<file path="src/rtl/time_set_keys.sv">
// time_set_keys
//   Push-button front end for the countdown timer core. Each raw button is
//   synchronised (2 flops), debounced and rise-detected. The hour/min/sec
//   buttons auto-repeat while held; enter/start/clr fire once per press.
//   The block also keeps the hour/min/sec preset values loaded by the timer.
//
// Ports
//   clk, rst                       clock; asynchronous active-high reset
//   btn_hour/min/sec/enter/start/clr  raw active-high buttons (async to clk)
//   key_hour_up/min_up/sec_up      one-cycle pulse per accepted press or repeat
//   key_enter                      one-cycle pulse per accepted press
//   key_start                      run level, toggles per accepted start press
//   hour_set/min_set/sec_set       wrapped binary presets (0..HOUR_MAX / MS_MAX)
module time_set_keys #(
  parameter int DEB_CYCLES = 1000000,
  parameter int REP_DELAY  = 50000000,
  parameter int REP_PERIOD = 10000000,
  parameter int HOUR_MAX   = 23,
  parameter int MS_MAX     = 59
) (
  input  logic       clk,
  input  logic       rst,
  input  logic       btn_hour,
  input  logic       btn_min,
  input  logic       btn_sec,
  input  logic       btn_enter,
  input  logic       btn_start,
  input  logic       btn_clr,
  output logic       key_hour_up,
  output logic       key_min_up,
  output logic       key_sec_up,
  output logic       key_enter,
  output logic       key_start,
  output logic [7:0] hour_set,
  output logic [7:0] min_set,
  output logic [7:0] sec_set
);

  localparam int NBTN      = 6;
  localparam int NREP      = 3;
  localparam int IDX_ENTER = 3;
  localparam int IDX_START = 4;
  localparam int IDX_CLR   = 5;

  // Debounce counter only needs to reach DEB_CYCLES-1 before the level flips.
  localparam int DEB_W = (DEB_CYCLES > 1) ? $clog2(DEB_CYCLES) : 1;
  localparam logic [DEB_W-1:0] DEB_LAST = DEB_W'(DEB_CYCLES - 1);

  localparam int REP_MAX = (REP_DELAY > REP_PERIOD) ? REP_DELAY : REP_PERIOD;
  localparam int REP_W   = (REP_MAX > 1) ? $clog2(REP_MAX) : 1;
  localparam logic [REP_W-1:0] DELAY_LAST  = REP_W'(REP_DELAY - 1);
  localparam logic [REP_W-1:0] PERIOD_LAST = REP_W'(REP_PERIOD - 1);

  localparam logic [7:0] HOUR_LIM = 8'(HOUR_MAX);
  localparam logic [7:0] MS_LIM   = 8'(MS_MAX);

  typedef enum logic [1:0] {
    ST_IDLE   = 2'd0,
    ST_DELAY  = 2'd1,
    ST_REPEAT = 2'd2
  } rep_state_e;

  logic [NBTN-1:0] btn_raw_s;
  logic [NBTN-1:0] rise_s;
  logic [NREP-1:0] deb_s;
  logic [NREP-1:0] up_d_s;

  assign btn_raw_s = {btn_clr, btn_start, btn_enter, btn_sec, btn_min, btn_hour};

  // ---------------------------------------------------------------------
  // Per-button synchroniser, debouncer and rise detector
  // ---------------------------------------------------------------------
  for (genvar g = 0; g < NBTN; g++) begin : g_deb
    logic             sync1_q;
    logic             sync2_q;
    logic             deb_q;
    logic             deb_prev_q;
    logic [DEB_W-1:0] cnt_q;

    // Counter runs only while the synchronised level disagrees with the
    // debounced level; any agreeing cycle restarts the count.
    always_ff @(posedge clk or posedge rst) begin
      if (rst) begin
        sync1_q    <= 1'b0;
        sync2_q    <= 1'b0;
        deb_q      <= 1'b0;
        deb_prev_q <= 1'b0;
        cnt_q      <= '0;
      end else begin
        sync1_q    <= btn_raw_s[g];
        sync2_q    <= sync1_q;
        deb_prev_q <= deb_q;
        if (sync2_q == deb_q) begin
          cnt_q <= '0;
        end else if (cnt_q == DEB_LAST) begin
          deb_q <= sync2_q;
          cnt_q <= '0;
        end else begin
          cnt_q <= cnt_q + DEB_W'(1);
        end
      end
    end

    assign rise_s[g] = deb_q & ~deb_prev_q;

    if (g < NREP) begin : g_lvl
      assign deb_s[g] = deb_q;
    end
  end

  // ---------------------------------------------------------------------
  // Auto-repeat FSMs for hour / min / sec
  // ---------------------------------------------------------------------
  for (genvar g = 0; g < NREP; g++) begin : g_rep
    rep_state_e       state_q;
    rep_state_e       state_d;
    logic [REP_W-1:0] cnt_q;
    logic [REP_W-1:0] cnt_d;
    logic             pulse_d;

    // State and repeat-interval counter registers.
    always_ff @(posedge clk or posedge rst) begin
      if (rst) begin
        state_q <= ST_IDLE;
        cnt_q   <= '0;
      end else begin
        state_q <= state_d;
        cnt_q   <= cnt_d;
      end
    end

    // Next state: a debounced release always wins over a due repeat.
    always_comb begin
      state_d = state_q;
      cnt_d   = cnt_q;
      pulse_d = 1'b0;
      case (state_q)
        ST_IDLE: begin
          if (rise_s[g]) begin
            pulse_d = 1'b1;
            state_d = ST_DELAY;
            cnt_d   = '0;
          end else begin
            cnt_d = '0;
          end
        end
        ST_DELAY: begin
          if (!deb_s[g]) begin
            state_d = ST_IDLE;
            cnt_d   = '0;
          end else if (cnt_q == DELAY_LAST) begin
            pulse_d = 1'b1;
            state_d = ST_REPEAT;
            cnt_d   = '0;
          end else begin
            cnt_d = cnt_q + REP_W'(1);
          end
        end
        ST_REPEAT: begin
          if (!deb_s[g]) begin
            state_d = ST_IDLE;
            cnt_d   = '0;
          end else if (cnt_q == PERIOD_LAST) begin
            pulse_d = 1'b1;
            cnt_d   = '0;
          end else begin
            cnt_d = cnt_q + REP_W'(1);
          end
        end
        default: begin
          state_d = ST_IDLE;
          cnt_d   = '0;
        end
      endcase
    end

    assign up_d_s[g] = pulse_d;
  end

  // ---------------------------------------------------------------------
  // Presets, start level and registered command pulses
  // ---------------------------------------------------------------------
  logic [NREP-1:0] key_up_q;
  logic            enter_q;
  logic            start_q;
  logic            start_d;
  logic [7:0]      hour_q;
  logic [7:0]      hour_d;
  logic [7:0]      min_q;
  logic [7:0]      min_d;
  logic [7:0]      sec_q;
  logic [7:0]      sec_d;

  // Preset next values; clr overrides any up pulse seen in the same cycle.
  always_comb begin
    hour_d  = hour_q;
    min_d   = min_q;
    sec_d   = sec_q;
    start_d = start_q ^ rise_s[IDX_START];
    if (rise_s[IDX_CLR]) begin
      hour_d = 8'd0;
      min_d  = 8'd0;
      sec_d  = 8'd0;
    end else begin
      if (up_d_s[0]) begin
        hour_d = (hour_q >= HOUR_LIM) ? 8'd0 : hour_q + 8'd1;
      end else begin
        hour_d = hour_q;
      end
      if (up_d_s[1]) begin
        min_d = (min_q >= MS_LIM) ? 8'd0 : min_q + 8'd1;
      end else begin
        min_d = min_q;
      end
      if (up_d_s[2]) begin
        sec_d = (sec_q >= MS_LIM) ? 8'd0 : sec_q + 8'd1;
      end else begin
        sec_d = sec_q;
      end
    end
  end

  // Output registers: pulses and presets change on the same edge.
  always_ff @(posedge clk or posedge rst) begin
    if (rst) begin
      key_up_q <= '0;
      enter_q  <= 1'b0;
      start_q  <= 1'b0;
      hour_q   <= 8'd0;
      min_q    <= 8'd0;
      sec_q    <= 8'd0;
    end else begin
      key_up_q <= up_d_s;
      enter_q  <= rise_s[IDX_ENTER];
      start_q  <= start_d;
      hour_q   <= hour_d;
      min_q    <= min_d;
      sec_q    <= sec_d;
    end
  end

  assign key_hour_up = key_up_q[0];
  assign key_min_up  = key_up_q[1];
  assign key_sec_up  = key_up_q[2];
  assign key_enter   = enter_q;
  assign key_start   = start_q;
  assign hour_set    = hour_q;
  assign min_set     = min_q;
  assign sec_set     = sec_q;

endmodule

</file>
<file path="config.mk">
export PLATFORM = sky130hd
export DESIGN_NAME = time_set_keys
export DESIGN_NICKNAME = d
export VERILOG_FILES = /design/src/rtl/time_set_keys.sv
export SDC_FILE = /design/constraint.sdc
export NUM_CORES = 1
export LEC_CHECK = 0
export CAP_MARGIN = 20
export CORE_ASPECT_RATIO = 1.5
export CORE_MARGIN = 4
export CORE_UTILIZATION = 25
export CTS_CLUSTER_DIAMETER = 40
export DETAILED_ROUTE_END_ITERATION = 10
export PLACE_DENSITY = 0.5
export REMOVE_ABC_BUFFERS = 1
export SYNTH_ARGS = -nofsm -noshare
export SYNTH_HDL_FRONTEND = slang
export SYNTH_SLANG_ARGS = --single-unit
</file>
<file path="constraint.sdc">
create_clock -name clk -period 8.72 [get_ports clk]
set_clock_uncertainty 0.15 [all_clocks]
set_input_delay 0.872 -clock clk [delete_from_list [all_inputs] [get_ports clk]]
set_output_delay 0.872 -clock clk [all_outputs]
set_load 0.03 [all_outputs]
</file>
==> results.md <==
- Crit-path slowest cell: ha_1
- Final Hold Fails: 0
- P_int: 2.03 mW
- Root Buffer: clkbuf_16
- I/O pin total: 37
- Average cell area after synthesis: 9.99 um^2
- Total power: 2.63 mW
- Post-CTS Setup Inserts: 0
- Placed wire-length estimate: 17.8 mm
- Flop-to-flop setup slack: 5.52 ns
- Syn Std Cell Area: 12600 um^2
- Largest net degree at the start of global routing: 134
- 1st-iter DRT viols: 351
- Fin util: 29.8%
- Antenna diodes: 0
- Slew Limit Fails: 0
- CP top delay family: simple AND/OR/NAND/NOR gates
- Core region area: 49800 um^2
- Crit path cell chain: inv_1 > ha_1 > or4bb_1 > nor4_1 > o211ai_1 > and2_0 > o31ai_1
- Placed cell areas: 13700 um^2
- RSZ-0062 raised after global routing: no
- CTS Sinks: 257
- Fin worst setup slack: 5.52 ns
- Placer's final routability congestion estimate: 0.754
- Post-route setup TNS: 0 ns
- Pre-CTS WS: 5.36 ns
- Post_cts resized: 0
- Top_reg_cell synth: dfrtp_1
- WHS Path Cells: 0
- Most common cell in the netlist: dfrtp_1
- Synth Register Bits: 257
- Final Non-Filler Cells: 1993
- Reg-to-Reg End: hour_set[0]$_DFFE_PP0P_
- Layout cells sized above 1: 6.77%
- Initial antenna violation count: 0
- WP buf/inv: 1
- VDD IR-drop max: 129 uV
- Final Instance Area: 14800 um^2
- Status: complete, no violations
- RR Startpoint: g_rep[0].state_q[0]$_DFFE_PP0P_
- Fraction of registers with async set/reset: 100%
- Die Wd: 191 um
- Post-DRT Antenna Nets: 0
- H-tree Lvls: 2
- DR WL/cell: 13.4 um
- Area grow syn2layout: 17.8%
- Detailed-route via count: 9047
- Startpoint type of the worst setup path: flop
- Sequential-to-total area share from yosys stat: 51.0%
- Min-Delay Endpoint: g_deb[4].sync2_q$_DFF_PP0_
- Crit. End Element: flop
- Final wirelength: 26.7 mm
- CP Data Arrival Time: 3.46 ns
- Clk pwr share: 52.0%
- PortBufs: 36
- Hold WC Path Type: reg2reg
- Sequential Power Share: 46.0%
- Worst hold slack: 0.188 ns
- Hold buffer count at CTS: 0
- Setup CP Type: reg2reg
- Vias per Instance: 4.54
- TritonCTS clock tree: done
- Synth cell types: 65
- DR pass1 iterations: 4
- Clock Tree Buf Depth: 3
- Worst-margin pin slew: 0.974 ns
- Starting Density: 25.3%
- Worst-Skew Late Latency: 0.53 ns
- DRC: 0
- Critical path fanouts, max: 28
- Delay of the slowest critical-path stage: 0.76 ns
- Max Cap Viol: 0
- Row count: 100
- Gr ovfl total: 0
- Overall Global Routing Usage: 10.0%
- Worst EP required: 8.99 ns
- Final net count: 1339
- Placed cell count: 1933
- PwrDens: 177 nW/um^2
- Combinational share of power: 2.0%
- Die area: 54100 um^2
- Die Y: 283 um
- Leakage: 5.90 nW
- Synth area leaders: dfrtp_1 51%, xnor2_1 7.8%, nor2_1 6.5%
- Post-synth EDFFs: 0
- Post-route minimum period: 3.20 ns
- Cell count of the worst reg-to-reg path: 7
- First-pass GRT wire length: 46.1 mm
- Psw: 0.601 mW
- Mapped Cells: 1262
- Synth top area share: 51.0%
- Post-synth top cells: 257 x dfrtp_1, 218 x nor2_1, 112 x xnor2_1
- Yosys top cell by area: dfrtp_1
- CTS Buf Count: 34
- Slew Limit Headroom: 35.0%
- Final period util: 36.6%
- Min-delay src: g_deb[4].sync1_q$_DFF_PP0_
- FMAX: 313 MHz
- Switching Share: 22.8%
- Count of final setup violators: 0
- Yosys warning count: 0
- CTS clk-pin slew, worst paths: 0.06 ns
- Vias in the first global route: 9432
==> layout by cell type (no fill, tap or decap), types with 9 or more instances in the layout <==
cell	n
and4_1	10
inv_1	36
nand4_1	37
and2_1	11
ha_1	24
a21oi_1	9
nor2_1	218
or2_2	11
xnor2_1	112
and3_1	36
xor2_1	74
nor4_1	37
nor4b_1	11
nand3_1	86
dfrtp_1	257
clkdlybuf4s50_1	36
nor3_1	44
nor3b_1	31
clkbuf_16	34
nand2_1	73
==> power by group through the flow <==
stage | combinational [mW] | sequential (mW) | clock [mW]
after floorplan | 0.0359 | 1.23 | 0
after global placement | 0.0529 | 1.23 | 0
after detailed placement | 0.0529 | 1.23 | 0
after CTS | 0.0533 | 1.21 | 1.42
after global routing | 0.0616 | 1.21 | 1.47
final | 0.0514 | 1.21 | 1.37
==> worst max path at each step <==
stage,startpoint,end,slack (ns),cells past startpoint
finish,g_rep[0].state_q[0]$_DFFE_PP0P_,hour_set[0]$_DFFE_PP0P_,5.52,7
global route,g_rep[0].state_q[0]$_DFFE_PP0P_,hour_set[0]$_DFFE_PP0P_,5.20,7
CTS,g_rep[0].state_q[0]$_DFFE_PP0P_,hour_set[0]$_DFFE_PP0P_,5.48,7
detailed placement,rst,g_deb[2].cnt_q[7]$_DFF_PP0_,5.36,3
global placement,rst,g_deb[2].cnt_q[8]$_DFF_PP0_,5.36,3
floorplan,rst,g_deb[0].cnt_q[0]$_DFF_PP0_,0.63,1
==> area by class of cell <==
cell class	instances	area (um^2)
clock buffers	41	907
clock inverters	18	195
fillers	5346	35000
inverters	37	146
multi-input cells	935	5900
flip-flops and latches	257	6430
well taps	663	830
repair buffers	42	433
==> logic make-up after synthesis <==
family / Yosys count / synth area share, %
multiplexers: 10 / 0.854
adder cells (fa/ha/maj): 24 / 2.38
buffers and inverters: 70 / 2.16
XOR/XNOR: 186 / 12.9
AND/OR/NAND/NOR: 656 / 27.0
flip-flops: 257 / 51.0
AO/OA/AOI/OAI: 59 / 3.65
==> sequential cells by signal, summed over array words and instances, names as in the netlist <==
register	cells
key_start	1
g_deb.deb_prev_q	6
g_deb.sync2_q	6
hour_set	8
key_up_q	3
g_deb.deb_q	6
sec_set	8
g_rep.state_q	6
min_set	8
g_rep.cnt_q	78
key_enter	1
g_deb.sync1_q	6
g_deb.cnt_q	120
==> routing by layer <==
metal | part of all wire, % | wire length [um] | up-vias | GRT usage, %
li1 | - | - | 4455 | -
met1 | 42 | 11300 | 4446 | 11.7
met2 | 50 | 13400 | 96 | 17.5
met3 | 4.6 | 1230 | 50 | 2.39
met4 | 3.0 | 801 | 0 | 3.92
met5 | 0 | 0 | - | 0
No activity file was read; power rests on OpenSTA's default activity.
